===== src/rtl/store_buffer.sv =====
// store_buffer: posted-write FIFO between the store formatting stage and the data-memory bus.
// Latency: an accepted store reaches oMemReq/oMem* on the next cycle; there is no same-cycle pass-through.
// Backpressure: oWrReady = !oFull from registered state only; the head write is held until iMemAck.
// Option: define STORE_BUFFER_COALESCE_EN to merge same-word stores into the youngest non-head entry.
module store_buffer #(
   parameter  int DEPTH = 4,
   localparam int CW    = $clog2(DEPTH + 1)
) (
   input  logic          iCLK,
   input  logic          iRST,
   input  logic          iWrValid,
   output logic          oWrReady,
   input  logic [31:0]   iWrAddr,
   input  logic [31:0]   iWrData,
   input  logic [3:0]    iWrByteEnable,
   input  logic          iWrException,
   output logic          oMemReq,
   input  logic          iMemAck,
   output logic [31:0]   oMemAddr,
   output logic [31:0]   oMemData,
   output logic [3:0]    oMemByteEnable,
   input  logic [31:0]   iLdAddr,
   output logic          oLdHit,
   output logic [CW-1:0] oCount,
   output logic          oEmpty,
   output logic          oFull
);
   localparam int PW = $clog2(DEPTH);

   logic [29:0]   ent_addr [DEPTH];
   logic [31:0]   ent_data [DEPTH];
   logic [3:0]    ent_be   [DEPTH];
   logic [PW-1:0] head;
   logic [PW-1:0] tail;
   logic [CW-1:0] count;

   logic wr_hs;
   logic wr_drop;
   logic do_push;
   logic do_merge;
   logic do_alloc;
   logic do_pop;
   logic unused_bits;

   // The low address bits only select lanes, which the formatting stage already encoded in the byte enables.
   assign unused_bits = ^{iLdAddr[1:0], iWrAddr[1:0]};

   assign oCount   = count;
   assign oEmpty   = (count == '0);
   assign oFull    = (count == CW'(DEPTH));
   assign oWrReady = !oFull;

   // The head entry is never modified while it is being issued, so these stay stable until acked.
   assign oMemReq        = !oEmpty;
   assign oMemAddr       = {ent_addr[head], 2'b00};
   assign oMemData       = ent_data[head];
   assign oMemByteEnable = ent_be[head];

   // Faulting or lane-less stores are consumed by the handshake but never reach memory.
   assign wr_hs   = iWrValid && oWrReady;
   assign wr_drop = iWrException || (iWrByteEnable == 4'b0000);
   assign do_push = wr_hs && !wr_drop;
   assign do_pop  = oMemReq && iMemAck;

`ifdef STORE_BUFFER_COALESCE_EN
   logic [PW-1:0] youngest;
   assign youngest = tail - PW'(1);
   // Merging into the head is excluded because the head may already be on the bus.
   assign do_merge = do_push && (count >= CW'(2)) && (ent_addr[youngest] == iWrAddr[31:2]);
`else
   assign do_merge = 1'b0;
`endif
   assign do_alloc = do_push && !do_merge;

   // FIFO state: allocate at tail, optionally merge into youngest, retire head on ack.
   always_ff @(posedge iCLK) begin
      if (iRST) begin
         head  <= '0;
         tail  <= '0;
         count <= '0;
         for (int i = 0; i < DEPTH; i++) begin
            ent_addr[i] <= '0;
            ent_data[i] <= '0;
            ent_be[i]   <= '0;
         end
      end else begin
         if (do_alloc) begin
            ent_addr[tail] <= iWrAddr[31:2];
            ent_data[tail] <= iWrData;
            ent_be[tail]   <= iWrByteEnable;
            tail           <= tail + PW'(1);
         end
`ifdef STORE_BUFFER_COALESCE_EN
         if (do_merge) begin
            for (int b = 0; b < 4; b++) begin
               if (iWrByteEnable[b]) begin
                  ent_data[youngest][8*b +: 8] <= iWrData[8*b +: 8];
               end
            end
            ent_be[youngest] <= ent_be[youngest] | iWrByteEnable;
         end
`endif
         if (do_pop) begin
            head <= head + PW'(1);
         end
         case ({do_alloc, do_pop})
            2'b10:   count <= count + CW'(1);
            2'b01:   count <= count - CW'(1);
            default: count <= count;
         endcase
      end
   end

   // Load hazard: any live entry on the same word, head included; lanes are deliberately ignored.
   always_comb begin
      logic [PW-1:0] off;
      oLdHit = 1'b0;
      off    = '0;
      for (int i = 0; i < DEPTH; i++) begin
         off = PW'(i) - head;
         if ((CW'(off) < count) && (ent_addr[i] == iLdAddr[31:2])) begin
            oLdHit = 1'b1;
         end
      end
   end

endmodule


===== config.mk =====
export PLATFORM = sky130hd
export DESIGN_NAME = store_buffer
export DESIGN_NICKNAME = d
export VERILOG_FILES = /design/src/rtl/store_buffer.sv
export SDC_FILE = /design/constraint.sdc
export NUM_CORES = 1
export LEC_CHECK = 0
export BUFFER_PORTS_ARGS = -buffer_cell sky130_fd_sc_hd__buf_2
export CORE_MARGIN = 2
export CORE_UTILIZATION = 35
export DETAILED_ROUTE_END_ITERATION = 8
export PLACE_DENSITY = 0.55
export SLEW_MARGIN = 20
export SYNTH_ARGS = -nofsm -noshare
export SYNTH_HDL_FRONTEND = slang
export SYNTH_SLANG_ARGS = --single-unit

===== constraint.sdc =====
create_clock -name iCLK -period 5.2 [get_ports iCLK]
set_input_delay 0.52 -clock iCLK [delete_from_list [all_inputs] [get_ports iCLK]]
set_output_delay 0.52 -clock iCLK [all_outputs]
set_load 0.05 [all_outputs]

==> results of run 1 <==
flip-flops by register name, indices dropped and copies added, names as in the netlist, named ones only:
register / cells
tail: 2
oCount: 3
ent_addr: 120
ent_be: 16
head: 2
ent_data: 128
worst register-to-register path, delay by kind of cell, from the launching register on:
| kind | cells | cell delay, ns |
|---|---|---|
| flops | 1 | 0.50 |
| simple gates | 5 | 1.85 |
| buf+inv | 1 | 0.47 |
stage by stage:
stage | hold slack [ns] | setup slack [ns] | cell area [um2] | power, mW | cells
after detailed placement | 0.583 | 2.08 | 14400 | 4.72 | 1546
after global placement | 0.583 | 2.14 | 14400 | 4.72 | 1546
final | 0.296 | 1.81 | 15400 | 6.82 | 1610
after floorplan | 0.577 | 0.0518 | 13000 | 4.17 | 936
after global routing | 0.289 | 1.54 | 15400 | 7.08 | 1604
after CTS | 0.279 | 1.72 | 15400 | 6.90 | 1604
worst min path at each step:
stage	from	endpoint	slack [ns]	cells after the start
3_3_place_gp	oCount[2]	oCount[2]	0.58	2
3_5_place_dp	oCount[2]	oCount[2]	0.58	2
6_report	iWrData[21]	ent_data[0][21]	0.30	2
2_1_floorplan	head[0]	flip-flop	0.58	2
5_1_grt	iWrData[20]	ent_data[0][20]	0.29	2
4_1_cts	iWrData[21]	ent_data[0][21]	0.28	2
routing by layer:
| layer | GRT usage, % | vias to the layer above |
|---|---|---|
| met3 | 4.55 | 52 |
| li1 | - | 3666 |
| met4 | 5.11 | 4 |
| met2 | 30.8 | 258 |
| met5 | 0 | - |
| met1 | 23.7 | 3846 |
cell usage in the layout, fill, tap and decap left out, types with 2 or more instances in the layout:
| master | instances |
|---|---|
| nand4_1 | 10 |
| a2111oi_0 | 4 |
| clkbuf_1 | 11 |
| nor4_1 | 23 |
| mux4_2 | 66 |
| dfxtp_1 | 7 |
| inv_1 | 75 |
| nand2_1 | 68 |
| ha_1 | 5 |
| nand3_1 | 4 |
| buf_4 | 13 |
| clkbuf_16 | 35 |
| edfxtp_1 | 264 |
| nor2_1 | 140 |
| xnor2_1 | 28 |
| and2_1 | 67 |
| or3_1 | 2 |
| clkinv_2 | 4 |
| clkinv_1 | 4 |
| buf_2 | 174 |
| o21bai_4 | 2 |
| conb_1 | 2 |
| diode_2 | 6 |
| nor3_1 | 2 |
| a21oi_1 | 7 |
| xor2_1 | 99 |
| dfxtp_4 | 2 |
power by group:
part,switching [mW],internal [mW],leakage (nW)
Sequential,0.187,2.57,2.81
Clock,0.887,1.30,0.496
Combinational,1.28,0.609,2.86
Total,2.35,4.47,6.17
kinds of logic (layout without fill, tap and decap cells):
family / count (synthesis) / count (layout) / synth area share [%]
and+or+nand+nor: 324 / 324 / 11.9
DFF: 273 / 273 / 62.5
xor gates and xnor gates: 127 / 127 / 8.58
buffers and inverters: 122 / 322 / 4.05
muxes: 66 / 66 / 11.5
AOI/OAI and AO/OA: 16 / 16 / 0.820
adders and majority gates: 6 / 6 / 0.637
other: 1 / 8 / 0.0289
final cells by class:
class	count	area, um2	share of cell area (%)
antenna	6	15.0	0.0976
clock buffer	47	931	6.05
clock inverter	11	82.6	0.537
inverter	76	285	1.85
multi-input combinational	541	4380	28.5
sequential	273	8120	52.8
tap	468	586	3.81
timing repair buffer	188	988	6.43
==> insert_results.sql, run 1 <==
INSERT INTO impl_metrics (metric_group, metric, value, unit) VALUES
('global_routing', 'grt.overflow.total', '0', ''),
('drt', 'routedWlPerCell', '21.9', 'um'),
('drt', 'route.layer.met1.wl', '14800', 'um'),
('logic_synthesis', 'yosys.area.top_type', 'edfxtp_1', ''),
('critical_path', 'regToRegSetupSlack', '2.23', 'ns'),
('cts', 'htreeDepth', '2', ''),
('critical_path', 'startpoint_type_of_the_worst_setup_path', 'flip-flop', ''),
('cts', 'cts_hold_buffers', '0', ''),
('outcome', 'outcome', 'completed', ''),
('global_routing', 'first_global_vias', '8160', ''),
('sta', 'finalSetupViolations', '0', ''),
('worst_hold_path', 'hold_class', 'in2reg', ''),
('power_and_ir_drop', 'power_per_cell_area', '443', 'mW/mm2'),
('drt', 'dr_wl_met2', '16900', 'um'),
('cts', 'tritoncts_clock_tree', 'built', ''),
('critical_path', 'critPathMaxStageDelay', '0.60', 'ns'),
('die', 'top_level_ports', '181', ''),
('critical_path', 'cp_num_cells', '7', ''),
('drt', 'drt_pass1_iterations', '5', ''),
('drt', 'remaining_drc_errors', '0', ''),
('die', 'total_core_area', '0.0365', 'mm2'),
('sta', 'clock.fmax', '0.295', 'GHz'),
('logic_synthesis', 'ys_top_cells_by_area', 'edfxtp_1 (61%), mux4_2 (11%), xor2_1 (6.7%), nor2_1 (4.1%), and2_1 (3.2%)', ''),
('layout', 'fillers', '3473', ''),
('placement', 'place_hpwl', '23000', 'um'),
('logic_synthesis', 'post-synth-top-area-fraction', '61.1', '%'),
('placement', 'finalWeightedCongestion', '0.911', ''),
('logic_synthesis', 'ys_seq_elements', '273', ''),
('sta', 'skew', '0.0173', 'ns'),
('cts', 'numCtsBuffers', '34', ''),
('drt', 'postRouteAntennaNets', '0', ''),
('die', 'floorplan.die_area', '0.0386', 'mm2'),
('sta', 'post-route-period-util', '65.3', '%'),
('drt', 'drt_iter0_drc', '488', ''),
('cts', 'clk_path_buf_depth', '3', ''),
('sta', 'final_max_slew_viol_count', '0', ''),
('critical_path', 'crit_slowest_cell', 'a2111oi_0', ''),
('drt', 'avgViaCountPerCell', '4.86', ''),
('logic_synthesis', 'synth_sequential_area_ratio', '62.5', '%'),
('critical_path', 'reg2reg_to', 'ent_data[1][31]', ''),
('critical_path', 'worst_r2r_path_depth', '6', ''),
('layout', 'drive_above_1_share', '27.3', '%'),
('die', 'floorplan.initialDensity', '35.5', '%'),
('drt', 'drt_wirelength', '35200', 'um'),
('critical_path', 'path_delay_family', 'simple AND/OR/NAND/NOR gates', ''),
('layout', 'area_growth', '18.7', '%'),
('cts', 'cts_setup_buffers', '0', ''),
('die', 'die-height', '196', 'um'),
('flow_run', 'max_cap_violations', '0', ''),
('critical_path', 'crit_path_end_kind', 'output port', ''),
('logic_synthesis', 'most_used_standard_cell_by_instance_count_after_synthesis', 'edfxtp_1', ''),
('die', 'rows', '70', ''),
('die', 'die_w', '196', 'um'),
('critical_path', 'criticalPathCategory', 'reg2out', ''),
('sta', 'tightest_slew', '1.04', 'ns'),
('logic_synthesis', 'synth_area', '0.0130', 'mm2'),
('logic_synthesis', 'yosysWarningCount', '0', ''),
('drt', 'met3RoutedLength', '2640', 'um'),
('critical_path', 'critical_path_buf_inv_count', '2', ''),
('cts', 'cts.repair.resized', '0', ''),
('critical_path', 'r2r_start', 'oCount[0]', ''),
('cts', 'clkLatencyLatePin', '0.51', 'ns'),
('cts', 'worst_setup_hold_path_clk_slew', '0.06', 'ns'),
('drt', 'dr.max_layer_used', 'met5', ''),
('global_routing', 'grt_start_max_net_pins', '67', ''),
('power_and_ir_drop', 'irDropWorstVdd', '0.467', 'mV'),
('global_routing', 'grt.total_usage', '18.3', '%'),
('global_routing', 'grt_antenna_before_repair', '6', ''),
('drt', 'via_count', '7826', ''),
('global_routing', 'grt_pass1_wl', '51700', 'um'),
('layout', 'num-nets-final', '1225', '');
Note: power is estimated with default switching activity, not from simulation.
==> run 2: changes to the inputs <==
--- a/config.mk
+++ b/config.mk
@@ -5,6 +5,7 @@
 export SDC_FILE = /design/constraint.sdc
 export NUM_CORES = 1
 export LEC_CHECK = 0
+export ABC_AREA = 1
 export BUFFER_PORTS_ARGS = -buffer_cell sky130_fd_sc_hd__buf_2
 export CORE_MARGIN = 2
 export CORE_UTILIZATION = 35
==> constraint.sdc (replaced) <==
create_clock -name iCLK -period 3.2 [get_ports iCLK]
set_input_delay 0.32 -clock iCLK [delete_from_list [all_inputs] [get_ports iCLK]]
set_output_delay 0.32 -clock iCLK [all_outputs]
set_load 0.05 [all_outputs]
==> run 2 against run 1 <==
Net effect:
- clock skew decreased by 0.0076 ns
- clock power increased by 61%
- cell count increased by 38%
- total power increased by 79%
- clock-buffer cell count decreased by 2
- area after synthesis increased by 5.0%
- die area increased by 4.9%
- via count increased by 37%
- register-to-register slack got worse by 1.5 ns
- critical path depth increased by 2
- wire length increased by 12%
- non-clock buffer count increased by 9
- highest routed layer unchanged
==> insert_results.sql, run 2 <==
INSERT INTO impl_metrics (metric_group, metric, value, unit) VALUES
('placement', 'place_hpwl', '24200', 'um'),
('outcome', 'outcome', 'completed', ''),
('sta', 'post-route-period-util', '87.9', '%'),
('cts', 'numCtsBuffers', '31', ''),
('layout', 'drive_above_1_share', '15.8', '%'),
('logic_synthesis', 'number_of_synthesized_flops_with_an_enable_pin', '264', ''),
('layout', 'finalInstanceArea', '0.0162', 'mm2'),
('drt', 'drt_pass1_iterations', '5', ''),
('global_routing', 'grt.total_usage', '19.2', '%'),
('layout', 'largest_register_ffs', '128', ''),
('critical_path', 'crit_path_end_kind', 'output port', ''),
('logic_synthesis', 'asyncSetResetFlopFracSynth', '0', '%'),
('drt', 'drt_iter0_drc', '631', ''),
('layout', 'num-nets-final', '1798', ''),
('logic_synthesis', 'synth_cell_type_count', '26', ''),
('cts', 'clk_path_buf_depth', '3', ''),
('logic_synthesis', 'ys_top_cells_by_area', 'edfxtp_1 (58%), nor2_1 (11%), nand2_1 (8.1%), o21ai_0 (5.5%), inv_1 (4.8%)', ''),
('die', 'die-height', '201', 'um'),
('logic_synthesis', 'yosys.area.top_type', 'edfxtp_1', ''),
('critical_path', 'path_max_fanout', '5', ''),
('layout', 'most-common-layout-cells', 'nor2_1 (382), nand2_1 (294), edfxtp_1 (264)', ''),
('flow_run', 'max_cap_violations', '0', ''),
('sta', 'final_max_slew_viol_count', '0', ''),
('cts', 'htreeDepth', '1', ''),
('sta', 'tightest_slew', '1.00', 'ns'),
('drt', 'avgViaCountPerCell', '4.82', ''),
('logic_synthesis', 'ys_seq_elements', '273', ''),
('logic_synthesis', 'synth_sequential_area_ratio', '59.6', '%'),
('die', 'die_w', '201', 'um'),
('drt', 'postRouteAntennaNets', '0', ''),
('sta', 'max_slew_margin', '33.3', '%'),
('drt', 'remaining_drc_errors', '0', ''),
('power_and_ir_drop', 'irDropWorstVdd', '0.475', 'mV'),
('sta', 'unrepaired_setup_endpoints_after_global_routing', 'no', ''),
('sta', 'clock.fmax', '0.355', 'GHz'),
('die', 'total_core_area', '0.0386', 'mm2'),
('sta', 'skew', '0.00963', 'ns'),
('cts', 'tritoncts_clock_tree', 'built', ''),
('layout', 'post-route-util', '42.0', '%'),
('cts', 'clk_root_buffer_cell', 'clkbuf_16', ''),
('placement', 'port-buffer-count', '174', ''),
('critical_path', 'startpoint_type_of_the_worst_setup_path', 'flip-flop', ''),
('drt', 'drt_wirelength', '39500', 'um'),
('cts', 'cts.repair.resized', '0', ''),
('global_routing', 'grt_antenna_before_repair', '5', ''),
('global_routing', 'grt_start_max_net_pins', '120', ''),
('logic_synthesis', 'yosysWarningCount', '0', ''),
('sta', 'finalWorstPathRequiredPeriod', '2.81', 'ns'),
('logic_synthesis', 'most_used_standard_cell_by_instance_count_after_synthesis', 'nor2_1', ''),
('logic_synthesis', 'ys_dominant_reg_cell', 'edfxtp_1', ''),
('logic_synthesis', 'syn-mean-instance-area', '8.88', 'um2'),
('logic_synthesis', 'leading_cell_types_by_count_after_synthesis', 'nor2_1 (382), nand2_1 (295), edfxtp_1 (264), inv_1 (173), o21ai_0 (149)', ''),
('die', 'floorplan.initialDensity', '35.3', '%'),
('sta', 'finalSetupViolations', '0', ''),
('power_and_ir_drop', 'cellLeakagePower', '7.00', 'nW'),
('die', 'rows', '72', ''),
('layout', 'regMostFlops', 'ent_data', ''),
('sta', 'final_hold_viol_count', '0', ''),
('logic_synthesis', 'post-synth-top-area-fraction', '58.3', '%'),
('global_routing', 'grt.overflow.total', '0', ''),
('cts', 'cts_num_sinks', '273', ''),
('logic_synthesis', 'syn_inst', '1532', ''),
('die', 'floorplan.die_area', '0.0405', 'mm2'),
('power_and_ir_drop', 'power_per_cell_area', '755', 'mW/mm2'),
('global_routing', 'grt_pass1_wl', '59600', 'um'),
('layout', 'layout.cells.most_common', 'nor2_1', ''),
('critical_path', 'critPathRequiredTime', '2.88', 'ns'),
('placement', 'dpl-instance-area', '0.0152', 'mm2'),
('drt', 'via_count', '10700', ''),
('critical_path', 'worst-endpoint-arrival', '2.49', 'ns'),
('logic_synthesis', 'synth_area', '0.0136', 'mm2'),
('layout', 'area_growth', '18.9', '%'),
('cts', 'clkLatencyLatePin', '0.57', 'ns'),
('critical_path', 'criticalPathCategory', 'reg2out', ''),
('placement', 'finalWeightedCongestion', '0.831', ''),
('worst_hold_path', 'hold_class', 'in2reg', ''),
('cts', 'worst_setup_hold_path_clk_slew', '0.06', 'ns'),
('drt', 'routedWlPerCell', '17.7', 'um'),
('die', 'top_level_ports', '181', ''),
('layout', 'biggestRegsByFlops', 'ent_data: 128 flops, ent_addr: 120 flops, ent_be: 16 flops', ''),
('global_routing', 'first_global_vias', '10300', '');
run 2: cell count changes in the layout (fill, tap and decap cells not counted), moves of 23 or more:
cell / change
inv_1: +94
mux4_2: -66
xor2_1: -79
o21ai_0: +146
nor2_1: +242
nand2_1: +226
nor4_1: -23
a21oi_1: +37
o22ai_1: +53
and2_1: -67
run 2: final cells by class:
type / instances / area [um2]
repair buffers: 197 / 1160
fillers: 3931 / 22400
inverters: 174 / 659
flip-flops and latches: 273 / 8120
clock buffers: 45 / 900
clock inverters: 11 / 106
well taps: 518 / 648
multi-input cells: 1010 / 4590
diodes: 1 / 2.50
run 2: critical path, stage by stage (launching register included):
cell and delay (ns):
dfxtp_2 0.39, inv_1 0.14, ha_1 0.33, a21oi_1 0.04
o21ai_0 0.34, nand3_1 0.13, nor2_1 0.12, nor2_1 0.05
nand2_1 0.10, buf_2 0.28
run 2: worst paths after layout:
check,startpoint,slack (ns),endpoint,depth (start not counted)
max,oCount[1],0.39,oLdHit,9
min,iWrData[22],0.08,ent_data[3][22],3
max reg2reg,oCount[2],0.78,ent_addr[3][19],10
min reg2reg,head[0],0.57,flip-flop,2
run 2: what timing repair did:
| item | CTS | global route |
|---|---|---|
| setup buffers | 0 | 0 |
| hold buffers | 1 | 0 |
| endpoints found under the hold margin | 1 | 0 |
| setup endpoints to repair | 0 | 0 |
run 2: logic make-up after synthesis:
kind of cell               after synthesis  synth area share (%)
adders and majority gates                6                 0.607
xor gates and xnor gates                47                  3.02
DFF                                    273                  59.6
AOI/OAI and AO/OA                      246                  9.53
buffers and inverters                  250                  7.11
and+or+nand+nor                        709                  20.1
other                                    1                0.0276
run 2: layer usage:
layer / wire [um] / up-vias / track usage (%)
met3: 2700 / 71 / 3.85
met1: 16500 / 5049 / 24.5
met4: 1040 / 8 / 4.99
met2: 19200 / 321 / 33.2
li1: - / 5291 / -
met5: 40 / - / 0
run 2: metrics by stage:
| step | setup WS [ns] | power (mW) | instances | setup TNS (ns) | hold slack [ns] |
|---|---|---|---|---|---|
| floorplan | -0.0420 | 7.47 | 1533 | -5.54 | 0.385 |
| global placement | 0.781 | 8.79 | 2171 | 0 | 0.552 |
| detailed placement | 0.742 | 8.82 | 2171 | 0 | 0.550 |
| CTS | 0.387 | 12.3 | 2228 | 0 | 0.0427 |
| global route | 0.279 | 12.8 | 2228 | 0 | 0.0748 |
| finish | 0.386 | 12.2 | 2229 | 0 | 0.0756 |
run 2: report_power, final:
group,switching (mW),leakage [nW],total [mW],internal [mW]
registers,0.146,2.80,4.30,4.15
clock network,1.42,0.499,3.52,2.09
logic,3.37,3.70,4.40,1.02
total,4.94,7.00,12.2,7.27
